===== config.mk =====
export PLATFORM = sky130hd
export DESIGN_NAME = fetch_buffer
export DESIGN_NICKNAME = d
export VERILOG_FILES = /design/src/rtl/fetch_buffer.sv
export SDC_FILE = /design/constraint.sdc
export NUM_CORES = 1
export LEC_CHECK = 0
export CAP_MARGIN = 0
export CORE_ASPECT_RATIO = 0.9
export CORE_MARGIN = 2
export CORE_UTILIZATION = 51
export CTS_BUF_LIST = sky130_fd_sc_hd__clkbuf_16
export DETAILED_ROUTE_END_ITERATION = 16
export PLACE_DENSITY = 0.87
export SYNTH_ARGS = -nofsm -noshare
export SYNTH_HDL_FRONTEND = slang
export SYNTH_SLANG_ARGS = --single-unit

===== constraint.sdc =====
create_clock -name clk -period 7.7 [get_ports clk]
set_input_delay 0.77 -clock clk [delete_from_list [all_inputs] [get_ports clk]]
set_output_delay 0.77 -clock clk [all_outputs]
set_load 0.005 [all_outputs]

===== src/rtl/fetch_buffer.sv =====
// rtl/fetch_buffer.sv - instruction fetch buffer joining two-word instructions with their immediate.
// Registers the decode-facing outputs on the falling edge of clk.
module fetch_buffer #(
  parameter int Width   = 16,
  parameter int PcWidth = 32
) (
  input  logic               clk,
  input  logic               rst,
  input  logic [Width-1:0]   instr_in,
  input  logic [PcWidth-1:0] pc_in,
  input  logic [Width-1:0]   in_port_in,
  input  logic               stall,
  input  logic               flush,
  output logic [Width-1:0]   instr_out,
  output logic [Width-1:0]   imm_out,
  output logic [PcWidth-1:0] pc_out,
  output logic [Width-1:0]   in_port_out,
  output logic               valid_out,
  output logic               imm_pending
);

  typedef enum logic {FIRST, WAIT_IMM} state_t;

  state_t               state_q, state_d;
  logic [Width-1:0]     hold_instr_q, hold_instr_d;
  logic [PcWidth-1:0]   hold_pc_q, hold_pc_d;
  logic [Width-1:0]     instr_d, imm_d, in_port_d;
  logic [PcWidth-1:0]   pc_d;
  logic                 valid_d;

  always_ff @(negedge clk or posedge rst) begin
    if (rst) begin
      state_q      <= FIRST;
      hold_instr_q <= '0;
      hold_pc_q    <= '0;
      instr_out    <= '0;
      imm_out      <= '0;
      pc_out       <= '0;
      in_port_out  <= '0;
      valid_out    <= 1'b0;
    end else begin
      state_q      <= state_d;
      hold_instr_q <= hold_instr_d;
      hold_pc_q    <= hold_pc_d;
      instr_out    <= instr_d;
      imm_out      <= imm_d;
      pc_out       <= pc_d;
      in_port_out  <= in_port_d;
      valid_out    <= valid_d;
    end
  end

  always_comb begin
    state_d      = state_q;
    hold_instr_d = hold_instr_q;
    hold_pc_d    = hold_pc_q;
    instr_d      = instr_out;
    imm_d        = imm_out;
    pc_d         = pc_out;
    in_port_d    = in_port_out;
    valid_d      = valid_out;
    if (flush) begin
      state_d      = FIRST;
      hold_instr_d = '0;
      hold_pc_d    = '0;
      instr_d      = '0;
      imm_d        = '0;
      pc_d         = '0;
      in_port_d    = '0;
      valid_d      = 1'b0;
    end else if (!stall) begin
      case (state_q)
        FIRST: begin
          if (instr_in[0]) begin
            // Opcode of a two-word instruction: park it and emit a bubble.
            hold_instr_d = instr_in;
            hold_pc_d    = pc_in;
            instr_d      = '0;
            imm_d        = '0;
            valid_d      = 1'b0;
            state_d      = WAIT_IMM;
          end else begin
            instr_d   = instr_in;
            imm_d     = '0;
            pc_d      = pc_in;
            in_port_d = in_port_in;
            valid_d   = 1'b1;
          end
        end
        WAIT_IMM: begin
          // The immediate is taken verbatim; bit 0 is not an opcode flag here.
          instr_d   = hold_instr_q;
          pc_d      = hold_pc_q;
          imm_d     = instr_in;
          in_port_d = in_port_in;
          valid_d   = 1'b1;
          state_d   = FIRST;
        end
        default: state_d = FIRST;
      endcase
    end
  end

  assign imm_pending = (state_q == WAIT_IMM);

endmodule

Yosys cells after proc, flatten, opt, wreduce, memory -nomap -nowiden
Cells that the tools add are included.
Word-level totals
  input port bits: 68
  register bits: 130
  word-level logic and storage cells: 46
  output and inout bits: 82
Operators by class
  reduce and logical (&&, ||, !) cells: 3
  bitwise operators: 1
  eq/ne operators: 3
  muxes and demuxes: 31
Operators with widths (number)
  $mux 32: 7
  $mux 16: 12
  $pmux 16 s2: 3
  $pmux 32 s2: 1
  $mux 1: 6
  $pmux 1 s2: 2
  $ne 3x3->1 const B: 1
  $reduce_and 3->1: 1
  $ne 2x1->1 const B: 1
  $ne 2x2->1 const B: 1
  $reduce_and 2->1: 1
  $reduce_bool 2->1: 1
  $not 1->1: 1

Depth between registers and ports, before layout
Gate-level depths: netlist of run 1.
  depth after elaboration: 4
  gate-level depth with buffers: 6
  gate-level depth less buffers: 3

==> results of run 1 <==
## power breakdown
group | switching, mW | total, mW | internal (mW)
combinational | 0.0802 | 0.177 | 0.0964
clock | 0.295 | 0.769 | 0.473
sequential | 0.0191 | 0.740 | 0.721
## registers in the layout, indices dropped and copies added (netlist names)
name	flops
hold_instr_q	16
hold_pc_q	32
imm_out	16
imm_pending	1
in_port_out	16
instr_out	16
pc_out	32
valid_out	1
## final timing paths
path                          startpoint       endpoint
max in group asynchronous            rst  hold_pc_q[13]
max                                flush      pc_out[8]
min                        instr_out[13]  instr_out[13]
min in group asynchronous            rst  instr_out[13]
min reg2reg                instr_out[13]  instr_out[13]
max reg2reg                  imm_pending  hold_pc_q[30]
## synth_stat cells (2+ instances only)
master / n
a21o_1: 2
a21oi_1: 2
a22o_1: 79
a22oi_1: 14
buf_1: 3
buf_2: 18
buf_4: 2
buf_6: 4
clkbuf_1: 7
dfrtn_1: 130
inv_1: 3
mux2i_1: 32
nand2_1: 30
o21a_1: 2
o2bb2ai_1: 32
## layout make-up
type / instances / area [um2]
sequential: 130 / 3253
multi-input combinational: 203 / 1664
inverter: 3 / 15.01
clock inverter: 15 / 145.1
timing repair buffer: 157 / 1577
fill: 633 / 2462
clock buffer: 17 / 425.4
tap: 126 / 157.7
## logic make-up after synthesis
logic type / share of synthesized area (%)
AOI/OAI and AO/OA: 22.15
buffers and inverters: 3.909
DFF: 63.91
muxes: 6.293
and+or+nand+nor: 3.737
## stage by stage
stage	hold slack, ns	cell area [um2]	total power, mW	utilization, %	std cells
6_report	0.4161	7237	1.686	74.61	651
5_1_grt	0.4480	7237	1.753	74.61	651
4_1_cts	0.4168	7237	1.703	74.61	651
3_5_place_dp	0.4170	6666	0.9275	68.73	619
3_3_place_gp	0.4144	6666	0.9220	68.73	619
2_1_floorplan	0.4100	5094	0.8264	-	370
## critical path, stage by stage
cell and delay, ns:
clkdlybuf4s50_1 0.78, nor2_1 0.12, nand2_1 0.43, buf_4 0.34, o2bb2ai_1 0.11
## cells in the final DEF, fill, tap and decap left out, types with 6 or more instances in the layout
cell type,count
nand2_1,30
clkbuf_16,17
o2bb2ai_1,32
clkdlybuf4s50_1,149
mux2i_1,32
a22o_1,79
a22oi_1,14
dfrtn_1,130
buf_4,6
## per-layer routing
layer / GRT usage (%) / vias to the layer above
met5: 0 / -
met4: 7.011 / 0
met3: 7.077 / 8
met2: 37.65 / 131
met1: 35.08 / 1886
li1: - / 1687
==> flow_summary_export.csv, run 1 <==
group,metric,value,unit
worst_setup_path,critPathKind,"in -> reg",
global_routing,antenna_found_initial,0,
yosys,yosysWarnings,0,
placement,io_buffers,149,
yosys,synth.distinct_cells,25,
worst_setup_path,start_kind,"primary input",
power_and_ir_drop,leakage,3.239,nW
clock_tree,ctsHoldBuffers,0,
run,drv_cap,0,
yosys,syn_inst,370,
placement,dp_slack,1.078,ns
yosys,synth_seq_area_share,63.91,%
finish,antenna_cells,0,
yosys,async_flop_share,100.0,%
sta,setup_viol,0,
worst_setup_path,r2r_cells,4,
clock_tree,cts_tree,"yes",
route,wl_met3,714,um
global_routing,grt_max_degree,131,
clock_tree,cts_max_path_buffers,2,
finish,drive_above_1_share,8.762,%
sta,worst_pin_slew,1.005,ns
die,fp.coreArea,9699,um2
yosys,synth_edf_count,0,
sta,rsz0062_at_grt,"no",
clock_tree,numCtsBuffers,17,
placement,gp_congestion,0.7621,
die,die_area,10800,um2
yosys,ys_ff_latch,130,
yosys,yosysTopAreaCellShare,63.91,%
min_path,hold_depth,2,
worst_setup_path,crit_arrival,2.57,ns
placement,dp_hpwl,7925,um
global_routing,grt_overflow,0,
yosys,synthesis.nets,438,
route,wire_per_inst,19.19,um
sta,setup_slack,1.505,ns
global_routing,grt_usage,24.74,%
yosys,synth_area_per_cell,13.76,um2
route,met2_length,6191,um
clock_tree,cts_resized,0,
route,num_vias,3712,
clock_tree,clk_latency,0.39,ns
yosys,ys_top_cells_by_area,"dfrtn_1 64%, a22o_1 14%, mux2i_1 6.3%",
die,die_y,98.78,um
sta,report.final.slew_viol_count,0,
route,vias_per_cell,5.702,
finish,area_delta_synth_final,42.18,%
sta,slew_headroom,33.00,%
route,drt-met1-wl,5505,um
global_routing,grt_pass1_wl,20610,um
yosys,syn-cell-area,5090,um2
die,start_util,52.48,%
yosys,synth_top_area_cell,"dfrtn_1",
worst_setup_path,critPathMaxFanout,19,
route,final_antenna_net_count,0,
clock_tree,clock-root-buffer,"clkbuf_16",
clock_tree,clk_pin_slew,0.04,ns
route,highest_layer,"met4",
clock_tree,h-tree-depth,4,
worst_setup_path,endpoint_kind,"flip-flop",
global_routing,grt_pass1_vias,3908,
clock_tree,cts.sinks,130,
sta,final_hold_viol_count,0,
sta,finalSetupTns,0,ns
status,outcome,"completed",
worst_setup_path,crit_required,4.07,ns
worst_setup_path,reg2reg_slack,5.34,ns
die,die_x,109.3,um
die,num_rows,34,
finish,final_net_count,580,
route,first_iter_violations,226,
sta,fin_worst_skew,0.008406,ns
min_path,hp-class,"reg -> reg",
clock_tree,postCtsSetupBuffers,0,
route,drt_first_pass_iters,5,
power_and_ir_drop,power.density,232.9,nW/um2
die,ios,150,
yosys,synth_flop_cell,"dfrtn_1",
route,drt_wl_total,12490,um
power_and_ir_drop,ir_worst_vdd,0.1601,mV
route,drc,0,
(Power assumes the default switching activity.)
==> inputs of run 2 (changes only) <==
- CORE_UTILIZATION: 51 -> 47
- PLACE_DENSITY: 0.87 -> 0.82
- clock period: 7.7 -> 6.1 ns (I/O delays scaled with it)
==> run 2 against run 1 <==
- clock-buffer cell count unchanged
- sequential cell count unchanged
- final cell count increased by 1.5%
- hold slack improved by 0.0060 ns
- critical endpoint is now hold_instr_q[6]
- largest cell class unchanged
==> flow_summary_export.csv, run 2 (synthesis results as in run 1) <==
group,metric,value,unit
status,outcome,"completed",
die,die_x,113.7,um
clock_tree,ctsHoldBuffers,0,
worst_setup_path,critPathKind,"in -> reg",
route,wire_per_inst,19.35,um
global_routing,antenna_found_initial,0,
global_routing,grt_overflow,0,
sta,fin_worst_skew,0.006839,ns
route,final_antenna_net_count,0,
worst_setup_path,crit_buf_inv,2,
finish,layout_commonest_cell,"clkdlybuf4s50_1",
route,drt_wl_total,12790,um
placement,gp_congestion,0.7444,
route,drc,0,
route,drt_first_pass_iters,6,
finish,final_net_count,583,
power_and_ir_drop,share_comb_of_total_power,10.2,%
worst_setup_path,endpoint_kind,"flip-flop",
sta,finalSetupTns,0,ns
worst_setup_path,crit_arrival,2.63,ns
worst_setup_path,critPathMaxFanout,48,
clock_tree,postCtsSetupBuffers,0,
die,num_rows,36,
global_routing,use_met1,31.83,%
sta,worst_pin_slew,0.9670,ns
clock_tree,cts.sinks,130,
route,first_iter_violations,242,
placement,dp_hpwl,8356,um
clock_tree,h-tree-depth,4,
die,die_y,102.7,um
power_and_ir_drop,sequentialPowerShare,42.4,%
die,fp.coreArea,10680,um2
sta,rsz0062_at_grt,"no",
sta,setup_slack,0.8279,ns
sta,whs,0.4221,ns
clock_tree,cts_tree,"yes",
power_and_ir_drop,power.density,301.7,nW/um2
power_and_ir_drop,ir_worst_vdd,0.1856,mV
placement,io_buffers,149,
clock_tree,cts_resized,0,
sta,report.final.slew_viol_count,0,
global_routing,grtUsageMet3,5.526,%
finish,reg_top3,"hold_pc_q (32), pc_out (32)",
worst_setup_path,start_kind,"primary input",
finish,final_cell_mix,"149 x clkdlybuf4s50_1, 130 x dfrtn_1, 79 x a22o_1, 32 x mux2i_1, 32 x o2bb2ai_1",
global_routing,grt_pass1_vias,3907,
global_routing,grt_pass1_wl,20540,um
power_and_ir_drop,leakage,3.270,nW
power_and_ir_drop,switchingPower,0.5232,mW
worst_setup_path,crit_chain,"clkdlybuf4s50_1, inv_1, o21a_2, a22o_1",
placement,placed_area,6698,um2
clock_tree,clk_latency,0.39,ns
placement,dp_slack,0.4754,ns
worst_setup_path,cp_top_family,"compound AO/OA/AOI/OAI gates",
power_and_ir_drop,p_int,1.681,mW
finish,drive_above_1_share,9.280,%
worst_setup_path,crit_required,3.45,ns
clock_tree,clk_pin_slew,0.05,ns
worst_setup_path,crit_path_top_delay_cell,"o21a_2",
clock_tree,cts_max_path_buffers,2,
route,num_vias,3803,
clock_tree,numCtsBuffers,17,
power_and_ir_drop,clkPwrFrac,47.3,%
sta,setup_viol,0,
finish,area_delta_synth_final,43.53,%
sta,slew_headroom,35.53,%
global_routing,grt_max_degree,51,
power_and_ir_drop,swShare,23.74,%
clock_tree,clock-root-buffer,"clkbuf_16",
die,start_util,47.68,%
min_path,hp-class,"reg -> reg",
die,die_area,11680,um2
global_routing,grt_usage,22.93,%
worst_setup_path,slowest_delay,0.80,ns
die,ios,150,
global_routing,grt_util_met2,35.88,%
global_routing,busiest_layer,"met2",
route,vias_per_cell,5.753,
finish,final_area,7306,um2
run,drv_cap,0,
finish,antenna_cells,0,
sta,final_hold_viol_count,0,
## run 2: cell count changes in the layout (fill, tap and decap cells not counted)
cell,before,now
inv_6,1,5
buf_4,6,9
clkinvlp_4,4,3
clkinv_2,4,0
bufinv_16,2,3
## run 2: path summary, 6_finish.rpt
kind	cells past startpoint	from	slack (ns)	to
min in group asynchronous	2	rst	3.56	imm_out[8]
max in group asynchronous	3	rst	1.82	imm_out[3]
worst min-delay path	2	instr_out[11]	0.42	instr_out[11]
worst max register to register	4	imm_pending	3.74	hold_instr_q[6]
worst max-delay path	4	flush	0.83	hold_instr_q[6]
worst min register to register	2	instr_out[11]	0.42	instr_out[11]
## run 2: power groups by stage
| stage | registers, mW | logic (mW) | clock network (mW) |
|---|---|---|---|
| 6_report | 0.935 | 0.226 | 1.04 |
| 5_1_grt | 0.939 | 0.244 | 1.10 |
| 4_1_cts | 0.935 | 0.228 | 1.06 |
| 3_5_place_dp | 0.946 | 0.227 | 0 |
| 3_3_place_gp | 0.946 | 0.220 | 0 |
| 2_1_floorplan | 0.945 | 0.0983 | 0 |
## run 2: layer usage
| layer | wire length, um | share of wire, % |
|---|---|---|
| met1 | 5779 | 45 |
| met2 | 6024 | 47 |
| met3 | 814 | 6.4 |
| met4 | 170 | 1.3 |
| met5 | 0 | 0 |
## run 2: layout make-up
cell class | instances | area, um2
Clock buffer | 17 | 425.4
Clock inverter | 15 | 182.7
Fill cell | 748 | 3369
Inverter | 3 | 15.01
Multi-Input combinational cell | 203 | 1664
Sequential cell | 130 | 3253
Tap cell | 133 | 166.4
Timing Repair Buffer | 160 | 1599
## run 2: stage by stage
step	cells	power (mW)	util (%)
finish	661	2.204	68.44
global route	661	2.286	68.44
CTS	661	2.221	68.44
detailed placement	629	1.173	62.74
global placement	629	1.166	62.74
floorplan	370	1.043	-
## run 2: worst reg2reg max path: stages (launching register included)
cell	delay (ns)
dfrtn_1	0.41
buf_4	0.51
nand2b_2	0.34
o21a_2	0.79
a22o_1	0.33
